==> src/rtl/noc_pkt_tx_if.sv <==
// rtl/noc_pkt_tx_if.sv - descriptor, payload and fifo-write handshakes of the packet transmitter
interface noc_pkt_tx_if #(
    parameter int DSIZE     = 4,
    parameter int DEST_BITS = 2,
    parameter int LEN_BITS  = 2
);
    logic                 req_valid;
    logic                 req_ready;
    logic [DEST_BITS-1:0] req_dest;
    logic [LEN_BITS-1:0]  req_len;
    logic                 pay_valid;
    logic                 pay_ready;
    logic [DSIZE-1:0]     pay_data;
    logic                 fifo_full;
    logic                 fifo_write;
    logic [DSIZE-1:0]     fifo_item;
    logic                 busy;
    logic                 pkt_done;
    logic [7:0]           pkt_count;

    modport master (
        input  req_valid, req_dest, req_len, pay_valid, pay_data, fifo_full,
        output req_ready, pay_ready, fifo_write, fifo_item, busy, pkt_done, pkt_count
    );

    modport slave (
        output req_valid, req_dest, req_len, pay_valid, pay_data, fifo_full,
        input  req_ready, pay_ready, fifo_write, fifo_item, busy, pkt_done, pkt_count
    );
endinterface

==> src/rtl/noc_pkt_tx.sv <==
// rtl/noc_pkt_tx.sv - head flit plus payload streamer into a router input fifo write port
module noc_pkt_tx #(
    parameter int DSIZE     = 4,
    parameter int DEST_BITS = 2,
    parameter int LEN_BITS  = 2
) (
    input  logic          clk,
    input  logic          reset,
    noc_pkt_tx_if.master  bus
);
    typedef enum logic [1:0] {IDLE, HEAD, BODY} state_t;

    state_t               state, state_n;
    logic                 out_valid, out_valid_n;
    logic [DSIZE-1:0]     item, item_n;
    logic [DSIZE-1:0]     head_flit;
    logic [LEN_BITS-1:0]  remaining, remaining_n;
    logic                 done_r, done_n;
    logic [7:0]           count, count_n;
    logic                 fifo_write;
    logic                 pay_ready;
    logic                 pay_accept;

    always_comb begin
        head_flit = '0;
        head_flit[DSIZE-1 -: DEST_BITS] = bus.req_dest;
        head_flit[LEN_BITS-1:0]         = bus.req_len;
    end

    assign fifo_write = out_valid && !bus.fifo_full;
    // The output register refills in the same cycle it drains, so the head
    // and payload flits leave back to back when nothing stalls.
    assign pay_ready  = (state != IDLE) && (!out_valid || fifo_write) && (remaining != '0);
    assign pay_accept = bus.pay_valid && pay_ready;

    always_comb begin
        state_n     = state;
        out_valid_n = out_valid;
        item_n      = item;
        remaining_n = remaining;
        done_n      = 1'b0;
        count_n     = count;
        case (state)
            IDLE: begin
                if (bus.req_valid) begin
                    item_n      = head_flit;
                    out_valid_n = 1'b1;
                    remaining_n = bus.req_len;
                    state_n     = HEAD;
                end
            end
            HEAD, BODY: begin
                if (pay_accept) begin
                    item_n      = bus.pay_data;
                    out_valid_n = 1'b1;
                    remaining_n = remaining - LEN_BITS'(1);
                    state_n     = BODY;
                end else if (fifo_write) begin
                    out_valid_n = 1'b0;
                    if (remaining == '0) begin
                        done_n  = 1'b1;
                        count_n = count + 8'd1;
                        state_n = IDLE;
                    end else begin
                        state_n = BODY;
                    end
                end
            end
            default: state_n = IDLE;
        endcase
    end

    always_ff @(posedge clk) begin
        if (!reset) begin
            state     <= IDLE;
            out_valid <= 1'b0;
            item      <= '0;
            remaining <= '0;
            done_r    <= 1'b0;
            count     <= 8'd0;
        end else begin
            state     <= state_n;
            out_valid <= out_valid_n;
            item      <= item_n;
            remaining <= remaining_n;
            done_r    <= done_n;
            count     <= count_n;
        end
    end

    assign bus.req_ready  = (state == IDLE);
    assign bus.pay_ready  = pay_ready;
    assign bus.fifo_write = fifo_write;
    assign bus.fifo_item  = item;
    assign bus.busy       = (state != IDLE);
    assign bus.pkt_done   = done_r;
    assign bus.pkt_count  = count;
endmodule

==> src/flat_wrapper.sv <==
// flat-port wrapper written by rule: the top's interface ports become plain ports
module noc_pkt_tx_flat 
#(
    parameter int DSIZE     = 4,
    parameter int DEST_BITS = 2,
    parameter int LEN_BITS  = 2
)
  (clk, reset, bus_req_valid, bus_req_dest, bus_req_len, bus_pay_valid, bus_pay_data, bus_fifo_full, bus_req_ready, bus_pay_ready, bus_fifo_write, bus_fifo_item, bus_busy, bus_pkt_done, bus_pkt_count);
  noc_pkt_tx_if #(.DSIZE(DSIZE), .DEST_BITS(DEST_BITS), .LEN_BITS(LEN_BITS)) bus_i ();
  input  logic clk;
  input  logic reset;
  input wire logic [$bits(bus_i.req_valid)-1:0] bus_req_valid;
  input wire logic [$bits(bus_i.req_dest)-1:0] bus_req_dest;
  input wire logic [$bits(bus_i.req_len)-1:0] bus_req_len;
  input wire logic [$bits(bus_i.pay_valid)-1:0] bus_pay_valid;
  input wire logic [$bits(bus_i.pay_data)-1:0] bus_pay_data;
  input wire logic [$bits(bus_i.fifo_full)-1:0] bus_fifo_full;
  output wire logic [$bits(bus_i.req_ready)-1:0] bus_req_ready;
  output wire logic [$bits(bus_i.pay_ready)-1:0] bus_pay_ready;
  output wire logic [$bits(bus_i.fifo_write)-1:0] bus_fifo_write;
  output wire logic [$bits(bus_i.fifo_item)-1:0] bus_fifo_item;
  output wire logic [$bits(bus_i.busy)-1:0] bus_busy;
  output wire logic [$bits(bus_i.pkt_done)-1:0] bus_pkt_done;
  output wire logic [$bits(bus_i.pkt_count)-1:0] bus_pkt_count;
  assign bus_i.req_valid = bus_req_valid;
  assign bus_i.req_dest = bus_req_dest;
  assign bus_i.req_len = bus_req_len;
  assign bus_i.pay_valid = bus_pay_valid;
  assign bus_i.pay_data = bus_pay_data;
  assign bus_i.fifo_full = bus_fifo_full;
  assign bus_req_ready = bus_i.req_ready;
  assign bus_pay_ready = bus_i.pay_ready;
  assign bus_fifo_write = bus_i.fifo_write;
  assign bus_fifo_item = bus_i.fifo_item;
  assign bus_busy = bus_i.busy;
  assign bus_pkt_done = bus_i.pkt_done;
  assign bus_pkt_count = bus_i.pkt_count;
  noc_pkt_tx #(.DSIZE(DSIZE), .DEST_BITS(DEST_BITS), .LEN_BITS(LEN_BITS)) u_core (.clk(clk), .reset(reset), .bus(bus_i));
endmodule
==> config.mk <==
export PLATFORM = sky130hd
export DESIGN_NAME = noc_pkt_tx_flat
export DESIGN_NICKNAME = d
export VERILOG_FILES = /design/src/rtl/noc_pkt_tx_if.sv /design/src/rtl/noc_pkt_tx.sv /design/src/flat_wrapper.sv
export SDC_FILE = /design/constraint.sdc
export NUM_CORES = 1
export LEC_CHECK = 0
export CORE_ASPECT_RATIO = 0.7
export CORE_MARGIN = 5
export CORE_UTILIZATION = 25
export CTS_CLUSTER_SIZE = 12
export DETAILED_ROUTE_END_ITERATION = 7
export GPL_ROUTABILITY_DRIVEN = 0
export GPL_TIMING_DRIVEN = 0
export PLACE_DENSITY = 0.56
export SETUP_SLACK_MARGIN = 0.15
export SLEW_MARGIN = 20
export SYNTH_ARGS = -nofsm -noshare
export SYNTH_HDL_FRONTEND = slang
export SYNTH_SLANG_ARGS = --single-unit
==> constraint.sdc <==
create_clock -name clk -period 1.8 [get_ports clk]
set_input_delay 0.45 -clock clk [delete_from_list [all_inputs] [get_ports clk]]
set_output_delay 0.45 -clock clk [all_outputs]
set_load 0.03 [all_outputs]
==> run_results.csv, run 1 <==
group,metric,value,unit
finish,drive_gt1_share,29.2,%
die,core,3900,um2
routing,drtIter0Drc,22,
die,die_x,85.5,um
timing,finalHoldViolCount,0,
worst_setup_path,r2r-start,"u_core.remaining[0]$_SDFFE_PN0P_",
global_route,grt_pass1_wl,4470,um
hold_path,holdPathStages,2,
clock_network,cts_tree,"yes",
worst_setup_path,crit_type,"reg -> out",
global_route,antenna_found_initial,0,
finish,nets,174,
timing,rsz0062_at_grt,"true",
run_status,status,"finished clean",
yosys,synth.avg_cell_area,9.16,um2
yosys,yosys.area.top_type_share,36.1,%
routing,viasPerCell,4.67,
yosys,synth_edf_count,0,
global_route,grt_usage,10.5,%
finish,n_antenna_cell,0,
timing,fin_skew,3.72,ps
die,io-pin-count,30,
clock_network,clk_pin_slew,70,ps
routing,dr.pass1.iters,4,
die,fp-row-count,19,
global_route,grt_max_degree,11,
hold_path,hp-start,"u_core.bus.fifo_item[0]$_SDFFE_PN0P_",
worst_setup_path,critPathMaxFanout,3,
yosys,syn-num-nets,128,
yosys,yosys_warnings,0,
power,peakVddDrop,0.448,mV
hold_path,hold_class,"reg -> reg",
global_route,grt_pass1_vias,923,
timing,fmax,559,MHz
timing,slew_violations,0,
timing,worstMarginPinSlew,323,ps
worst_setup_path,worstPathArrival,1340,ps
timing,period_needed,1790,ps
global_route,overflow,0,
hold_path,hold_end,"u_core.bus.fifo_item[0]$_SDFFE_PN0P_",
yosys,syn_area,998,um2
routing,vias,963,
finish,n_fill_cell,407,
yosys,ys_top_cells_by_area,"dfxtp_1, ha_1, mux2i_1",
clock_network,cts-hold-fix-buffers,0,
yosys,ys_ff_latch,18,
worst_setup_path,path_delay_family,"flip-flops",
yosys,synth.distinct_cells,36,
worst_setup_path,crit_slowest_cell,"dfxtp_2",
worst_setup_path,r2r_end,"u_core.state[0]$_SDFFE_PN0P_",
clock_network,numCtsBuffers,3,
power,p_leak,0.685,nW
yosys,synthArstFlopShare,0,%
clock_network,clock_sinks,18,
worst_setup_path,crit_chain,"inv_2 > ha_4 > a211o_1 > inv_4 > buf_6",
timing,finalCritPeriodShare,99.4,%
clock_network,clock_path_buffers,2,
die,die_h,62.9,um
worst_setup_path,ff2ff_path_depth,6,
job,max-cap-violations,0,
worst_setup_path,endpoint_kind,"output port",
routing,drc,0,
worst_setup_path,crit_required,1350,ps
clock_network,cts_root_buf,"clkbuf_8",
clock_network,cts_htree_levels,1,
worst_setup_path,cp_slowest_stage_delay,350,ps
timing,setup_viol,0,
worst_setup_path,crit_path_start_kind,"register",
timing,slew_headroom,78.6,%
die,dieArea,5380,um2
placement,dp_hpwl,1970,um
finish,utilization,40.1,%
worst_setup_path,critPathBufInv,3,
yosys,synth-main-ff-cell,"dfxtp_1",
die,start_util,25.6,%
yosys,netlist_instances,109,
power,power_density,1240,nW/um2
yosys,synth-seq-area-share,36.1,%
timing,tns,0,ps
clock_network,clk_latency,260,ps
finish,final_cell_mix,"dlygate4sd2_1, dfxtp_1, nand2_1, buf_4, clkdlybuf4s50_1",
worst_setup_path,r2r_slack,80,ps
routing,wire_per_inst,13.7,um
routing,ant_nets,0,
placement,port_buffers,29,
finish,synthToLayoutAreaGrowth,56.4,%
yosys,yosysTopAreaCell,"dfxtp_1",
routing,totalWireLength,2820,um
[routing by layer]
layer / vias up / share of wire [%] / routed length, um / GRT usage, %
met3: 5 / 3.1 / 86 / 1.84
met5: - / 0 / 0 / 0
met4: 0 / 2.4 / 68 / 5.93
li1: 484 / - / - / -
met2: 21 / 47 / 1310 / 16.8
met1: 453 / 48 / 1350 / 13.2
[how the worst max path moves through the flow]
stage	startpoint	end	slack (ps)	cells past startpoint
2_1_floorplan	u_core.state[1]$_SDFFE_PN0P_	u_core.bus.fifo_item[1]$_SDFFE_PN0P_	160	6
3_3_place_gp	bus_fifo_full	bus_pay_ready	-700	4
3_5_place_dp	bus_fifo_full	bus_pay_ready	-700	4
4_1_cts	u_core.state[1]$_SDFFE_PN0P_	bus_pay_ready	3	5
5_1_grt	u_core.remaining[0]$_SDFFE_PN0P_	bus_pay_ready	-20	5
6_report	u_core.remaining[0]$_SDFFE_PN0P_	bus_pay_ready	10	5
[what timing repair did]
item | in CTS | in global routing
pin swaps | 5 | 7
hold endpoints to repair | 0 | 0
gates resized for setup | 39 | 18
setup buffers | 7 | 5
endpoints found under the setup margin | 26 | 15
[sequential cells by signal, summed over array words and instances (netlist names)]
| name | cells |
|---|---|
| u_core.out_valid | 1 |
| u_core.bus.pkt_count | 8 |
| u_core.bus.fifo_item | 4 |
| u_core.bus.pkt_done | 1 |
| u_core.state | 2 |
| u_core.remaining | 2 |
[worst register-to-register path: cells and delay by family (launching register included)]
kind	cells	cell delay, ps
AOI/OAI and AO/OA	1	230
adders and majority gates	1	160
buffers and inverters	2	180
DFF	1	350
muxes	1	210
and+or+nand+nor	1	520
[cell type report]
class                      instances  area [um2]  area share (%)
buffer                             3        23.8            1.52
clock buffer                       4        55.1            3.53
inverter                          11        45.0            2.88
multi-input combinational         77         648            41.5
sequential                        18         364            23.3
tap                               52        65.1            4.17
timing repair buffer              41         360            23.1
[logic make-up after synthesis]
| logic type | Yosys count | synth area share, % |
|---|---|---|
| AND/OR/NAND/NOR | 39 | 21.9 |
| multiplexers | 10 | 10.4 |
| flip-flops | 18 | 36.1 |
| XOR/XNOR | 1 | 0.877 |
| buffers and inverters | 14 | 5.51 |
| adder cells (fa/ha/maj) | 6 | 7.52 |
| AO/OA/AOI/OAI | 21 | 17.7 |
[Yosys cell counts (2+ instances only)]
| master | instances |
|---|---|
| or4_1 | 4 |
| or3_1 | 3 |
| inv_1 | 9 |
| nor2b_1 | 3 |
| nor2_1 | 3 |
| o211ai_1 | 2 |
| buf_2 | 2 |
| mux2i_1 | 7 |
| o311a_1 | 2 |
| dfxtp_1 | 18 |
| nand2_1 | 14 |
| nand2b_1 | 4 |
| mux2_2 | 3 |
| o31ai_1 | 4 |
| a21oi_1 | 5 |
| ha_1 | 6 |
[stage by stage]
| step | std cells | hold WS, ps | power [mW] | instance area, um2 | setup slack (ps) |
|---|---|---|---|---|---|
| 2_1_floorplan | 109 | 450 | 1.17 | 1020 | 163 |
| 3_3_place_gp | 190 | 448 | 1.42 | 1380 | -699 |
| 3_5_place_dp | 190 | 454 | 1.44 | 1380 | -704 |
| 4_1_cts | 201 | 473 | 1.83 | 1480 | 3.25 |
| 5_1_grt | 206 | 487 | 2.06 | 1560 | -16.0 |
| 6_report | 206 | 472 | 1.94 | 1560 | 10.1 |
[power by group]
part / switching [mW] / total [mW] / leakage [nW] / internal (mW)
logic: 0.552 / 1.07 / 0.509 / 0.519
registers: 0.0505 / 0.523 / 0.148 / 0.472
clock network: 0.153 / 0.348 / 0.0288 / 0.195
(Power assumes the default switching activity.)
==> run 2, diff against run 1 <==
CAP_MARGIN = 15   (was default)
CORE_UTILIZATION = 46   (was 25)
PLACE_DENSITY = 0.86   (was 0.56)
==> run_results.csv, run 2 (synthesis results as in run 1) <==
group,metric,value,unit
worst_setup_path,ff2ff_path_depth,6,
global_route,grt_pass1_wl,4500,um
finish,nets,171,
timing,finalCritPeriodShare,100,%
clock_network,clk_pin_slew,110,ps
timing,period_needed,1810,ps
worst_setup_path,critPathMaxFanout,3,
die,core,2100,um2
timing,layout_setup_ws,-8.38,ps
timing,rsz0062_at_grt,"true",
clock_network,cts_root_buf,"clkbuf_4",
clock_network,clock_path_buffers,2,
finish,n_fill_cell,147,
worst_setup_path,worstPathArrival,1360,ps
die,start_util,47.5,%
clock_network,clk_latency,300,ps
finish,final-seq-area,364,um2
timing,slew_headroom,79.1,%
clock_network,cts_htree_levels,1,
die,die_h,49.0,um
placement,dp_hpwl,1800,um
power,pwr-share-clk,14.1,%
hold_path,hold_class,"reg -> reg",
global_route,grt_pass1_vias,984,
global_route,grt_usage,17.8,%
routing,vias,999,
timing,setup_viol,1,
power,seq_power_share,28.7,%
power,comb_power_share,57.2,%
global_route,overflow,0,
power,peakVddDrop,0.710,mV
routing,drc,0,
timing,fmax,553,MHz
timing,worstMarginPinSlew,315,ps
routing,wire_per_inst,15.9,um
job,max-cap-violations,0,
run_status,status,"finished with violations",
placement,pre_cts_ws,-686,ps
placement,place_area,1350,um2
clock_network,numCtsBuffers,3,
routing,ant_nets,0,
finish,largest_register_ffs,8,
finish,finish.instance_area,1510,um2
die,die_x,65.7,um
power,p_int,1.09,mW
power,p_leak,0.659,nW
die,fp-row-count,14,
power,p_switching,0.737,mW
clock_network,clock_sinks,18,
finish,layout_commonest_cell,"dfxtp_1",
power,p_sw_share,40.3,%
die,io-pin-count,30,
run_status,violations,"negative setup slack",
finish,multi_input_area,677,um2
worst_setup_path,endpoint_kind,"output port",
global_route,grt_max_degree,11,
routing,drtIter0Drc,39,
finish,synthToLayoutAreaGrowth,51.5,%
finish,drive_gt1_share,33.8,%
worst_setup_path,crit_type,"reg -> out",
placement,numPlacedInstances,162,
placement,port_buffers,29,
timing,finalHoldViolCount,0,
worst_setup_path,crit_path_start_kind,"register",
routing,totalWireLength,2790,um
global_route,antenna_found_initial,0,
finish,layout.cells.non_filler,175,
timing,fin_skew,6.61,ps
routing,viasPerCell,5.71,
die,dieArea,3220,um2
timing,slew_violations,0,
routing,dr.pass1.iters,4,
power,power_density,1210,nW/um2
finish,final_cell_mix,"dfxtp_1, nand2_1, dlygate4sd2_1, clkdlybuf4s50_1",
clock_network,cts_tree,"yes",
hold_path,holdPathStages,2,
worst_setup_path,crit_required,1350,ps
finish,n_antenna_cell,0,
[run 2: cell count changes in the layout (fill, tap and decap cells not counted), sizes merged]
cell	previous run	this run
clkdlybuf4s15	0	1
buf	16	15
dlygate4sd2	15	12
[run 2: layout make-up]
class | count | area share [%]
Sequential cell | 18 | 24.1
Tap cell | 24 | 1.99
Clock buffer | 4 | 2.40
Inverter | 11 | 2.98
Multi-Input combinational cell | 77 | 44.7
Timing Repair Buffer | 38 | 22.0
Buffer | 3 | 1.82
[run 2: per-layer routing]
layer / wire (um) / up-vias / track usage (%)
met5: 0 / - / 0
met4: 14 / 0 / 2.07
met3: 151 / 2 / 7.60
met2: 1410 / 33 / 29.6
met1: 1210 / 479 / 21.9
li1: - / 485 / -
[run 2: what timing repair did]
| action | 4_1_cts | 5_1_grt |
|---|---|---|
| resized for setup | 50 | 23 |
| hold endpoints to repair | 0 | 0 |
| setup endpoints to repair | 24 | 18 |
| setup buffers | 6 | 3 |
| pin swaps | 9 | 7 |
| hold buffers | 0 | 0 |
[run 2: final timing paths]
path	startpoint	endpoint	slack [ps]
max	u_core.remaining[0]$_SDFFE_PN0P_	bus_pay_ready	-8
min	u_core.bus.fifo_item[3]$_SDFFE_PN0P_	u_core.bus.fifo_item[3]$_SDFFE_PN0P_	490
min reg2reg	u_core.bus.fifo_item[3]$_SDFFE_PN0P_	u_core.bus.fifo_item[3]$_SDFFE_PN0P_	490
max reg2reg	u_core.state[1]$_SDFFE_PN0P_	u_core.bus.pkt_count[7]$_SDFFE_PN0P_	70
[run 2: worst max-delay path, cell delays in order (launching register included)]
cell     delay [ps]
dfxtp_2         350
inv_2            50
ha_4            150
a211o_1         310
inv_4            70
buf_6           120
[run 2: power groups by stage]
stage | clock network [mW] | logic, mW | registers, mW
4_1_cts | 0.261 | 0.940 | 0.521
2_1_floorplan | 0 | 0.581 | 0.586
6_report | 0.258 | 1.04 | 0.525
3_3_place_gp | 0 | 0.873 | 0.523
5_1_grt | 0.294 | 1.12 | 0.535
3_5_place_dp | 0 | 0.895 | 0.530
[run 2: per-stage QoR]
stage	TNS (ps)	hold WS, ps	utilization [%]	total power, mW
floorplan	0	450	-	1.17
finish	-8.38	492	72.0	1.83
global placement	-2750	444	64.0	1.40
global route	-80.1	520	72.0	1.95
CTS	-9.53	495	68.7	1.72
detailed placement	-3020	465	64.0	1.43
==> run 3, diff against run 2 <==
ABC_AREA = 1   (was default)
==> run_results.csv, run 3 <==
group,metric,value,unit
routing,totalWireLength,2430,um
routing,drtIter0Drc,34,
die,core,2120,um2
finish,final_cell_mix,"nand2_1, inv_1, a21oi_1, dlygate4sd2_1, dfxtp_1",
yosys,synth_commonest_cells,"nand2_1, inv_1, dfxtp_1",
routing,drc,0,
routing,viasPerCell,4.83,
die,dieArea,3240,um2
finish,nets,209,
worst_setup_path,worstPathArrival,1210,ps
global_route,overflow,0,
timing,slew_headroom,70.6,%
placement,port_buffers,29,
worst_setup_path,r2r_slack,250,ps
die,die_x,65.9,um
yosys,synth_most_common_cell,"nand2_1",
global_route,grt_usage,15.8,%
yosys,synth-main-ff-cell,"dfxtp_1",
power,power_density,1420,nW/um2
timing,finalCritPeriodShare,92.2,%
global_route,grt_pass1_vias,928,
finish,n_antenna_cell,0,
worst_setup_path,crit_type,"reg -> out",
timing,setup_viol,0,
finish,drive_gt1_share,21.2,%
finish,n_fill_cell,182,
clock_network,clock_sinks,18,
die,io-pin-count,30,
clock_network,clk_pin_slew,100,ps
timing,period_needed,1660,ps
routing,vias,1067,
yosys,synth-seq-area-share,35.8,%
routing,dr.pass1.iters,4,
yosys,yosys.area.top_type_share,35.8,%
yosys,synth.avg_cell_area,6.76,um2
hold_path,hold_class,"reg -> reg",
yosys,ys_ff_latch,18,
yosys,synthArstFlopShare,0,%
timing,worstMarginPinSlew,442,ps
power,p_leak,0.693,nW
clock_network,cts_htree_levels,1,
timing,layout_setup_ws,140,ps
global_route,grt_pass1_wl,4040,um
timing,fin_skew,3.14,ps
finish,utilization,68.7,%
routing,ant_nets,0,
finish,final-seq-area,365,um2
finish,multi_input_area,582,um2
run_status,status,"finished clean",
clock_network,clock_path_buffers,2,
yosys,synth_edf_count,0,
worst_setup_path,critPathMaxFanout,3,
timing,hold_slack,466,ps
timing,tns,0,ps
placement,pre_cts_ws,-405,ps
placement,place_area,1340,um2
worst_setup_path,r2r_end,"u_core.remaining[0]$_SDFFE_PN0P_",
finish,finish.instance_area,1460,um2
yosys,netlist_instances,149,
global_route,antenna_found_initial,0,
power,peakVddDrop,0.774,mV
timing,fmax,602,MHz
worst_setup_path,crit_path_start_kind,"register",
finish,layout_commonest_cell,"nand2_1",
worst_setup_path,ff2ff_path_depth,8,
die,fp-row-count,14,
yosys,yosys_warnings,0,
clock_network,cts_root_buf,"clkbuf_4",
yosys,synth.distinct_cells,21,
timing,slew_violations,0,
hold_path,hold_end,"u_core.remaining[1]$_SDFFE_PN0P_",
finish,synthToLayoutAreaGrowth,44.6,%
global_route,grt_max_degree,11,
die,die_h,49.2,um
yosys,syn_area,1010,um2
placement,dp_hpwl,1890,um
clock_network,cts_tree,"yes",
worst_setup_path,r2r-start,"u_core.state[1]$_SDFFE_PN0P_",
finish,largest_register_ffs,8,
hold_path,hp-start,"u_core.remaining[1]$_SDFFE_PN0P_",
yosys,yosysTopAreaCell,"dfxtp_1",
yosys,ys_top_cells_by_area,"dfxtp_1, nand2_1, a21oi_1",
clock_network,clk_latency,300,ps
timing,rsz0062_at_grt,"true",
die,start_util,47.5,%
worst_setup_path,endpoint_kind,"output port",
job,max-cap-violations,0,
routing,wire_per_inst,11.0,um
timing,finalHoldViolCount,0,
hold_path,holdPathStages,2,
yosys,syn-num-nets,168,
worst_setup_path,crit_required,1350,ps
clock_network,numCtsBuffers,3,
run 3: cell count changes in the layout (fill, tap and decap cells not counted), moves of 4 or more:
cell / change
nand2_1: +30
a21oi_2: -4
o21ai_0: +4
nand2_2: +4
a21oi_1: +14
mux2i_1: -7
nor2_1: +6
nand3_1: +11
inv_1: +10
run 3: worst max path at each step:
stage / startpoint / endpoint / depth (start not counted)
after floorplan: u_core.state[0]$_SDFFE_PN0P_ / bus_pay_ready / 5
after global placement: bus_fifo_full / bus_fifo_write / 5
after detailed placement: bus_fifo_full / bus_fifo_write / 5
after CTS: u_core.remaining[0]$_SDFFE_PN0P_ / bus_pay_ready / 6
after global routing: u_core.state[1]$_SDFFE_PN0P_ / bus_pay_ready / 6
final: u_core.state[1]$_SDFFE_PN0P_ / bus_pay_ready / 6
run 3: routing by layer:
layer	global-route usage [%]	wire, um	vias to the layer above
met1	19.5	1060	484
met3	6.45	172	3
met5	0	0	-
li1	-	-	551
met4	3.04	17	0
met2	26.0	1170	29
run 3: area by class of cell:
type / count / share of cell area (%)
timing repair buffer: 36 / 22.7
tap: 32 / 2.75
buffer: 2 / 0.773
multi-input combinational: 106 / 39.9
inverter: 23 / 6.27
sequential: 18 / 25.1
clock buffer: 4 / 2.49
run 3: logic make-up after synthesis:
kind of cell | count (synthesis) | synth area share (%)
buffers and inverters | 25 | 9.94
adders and majority gates | 6 | 7.45
AOI/OAI and AO/OA | 21 | 11.6
and+or+nand+nor | 79 | 35.3
DFF | 18 | 35.8
run 3: timing repair:
action,4_1_cts,5_1_grt
cloned,0,0
resized for setup,44,15
endpoints found under the setup margin,17,8
pin swaps,0,2
hold buffers,0,0
buffers inserted,2,5
run 3: power by group:
group	switching (mW)	internal [mW]	leakage (nW)
logic	0.754	0.510	0.524
clock network	0.124	0.124	0.0210
registers	0.0538	0.497	0.148
total	0.932	1.13	0.693
run 3: through the flow:
step	std cells	total power, mW
floorplan	149	1.32
global placement	210	1.60
detailed placement	210	1.64
CTS	216	1.88
global route	221	2.24
finish	221	2.06
run 3: critical path, cell delays in order, from the launching register on:
cell,delay [ps]
dfxtp_2,360
inv_2,60
ha_4,160
nor2_4,110
nand2_2,50
inv_2,50
buf_6,120
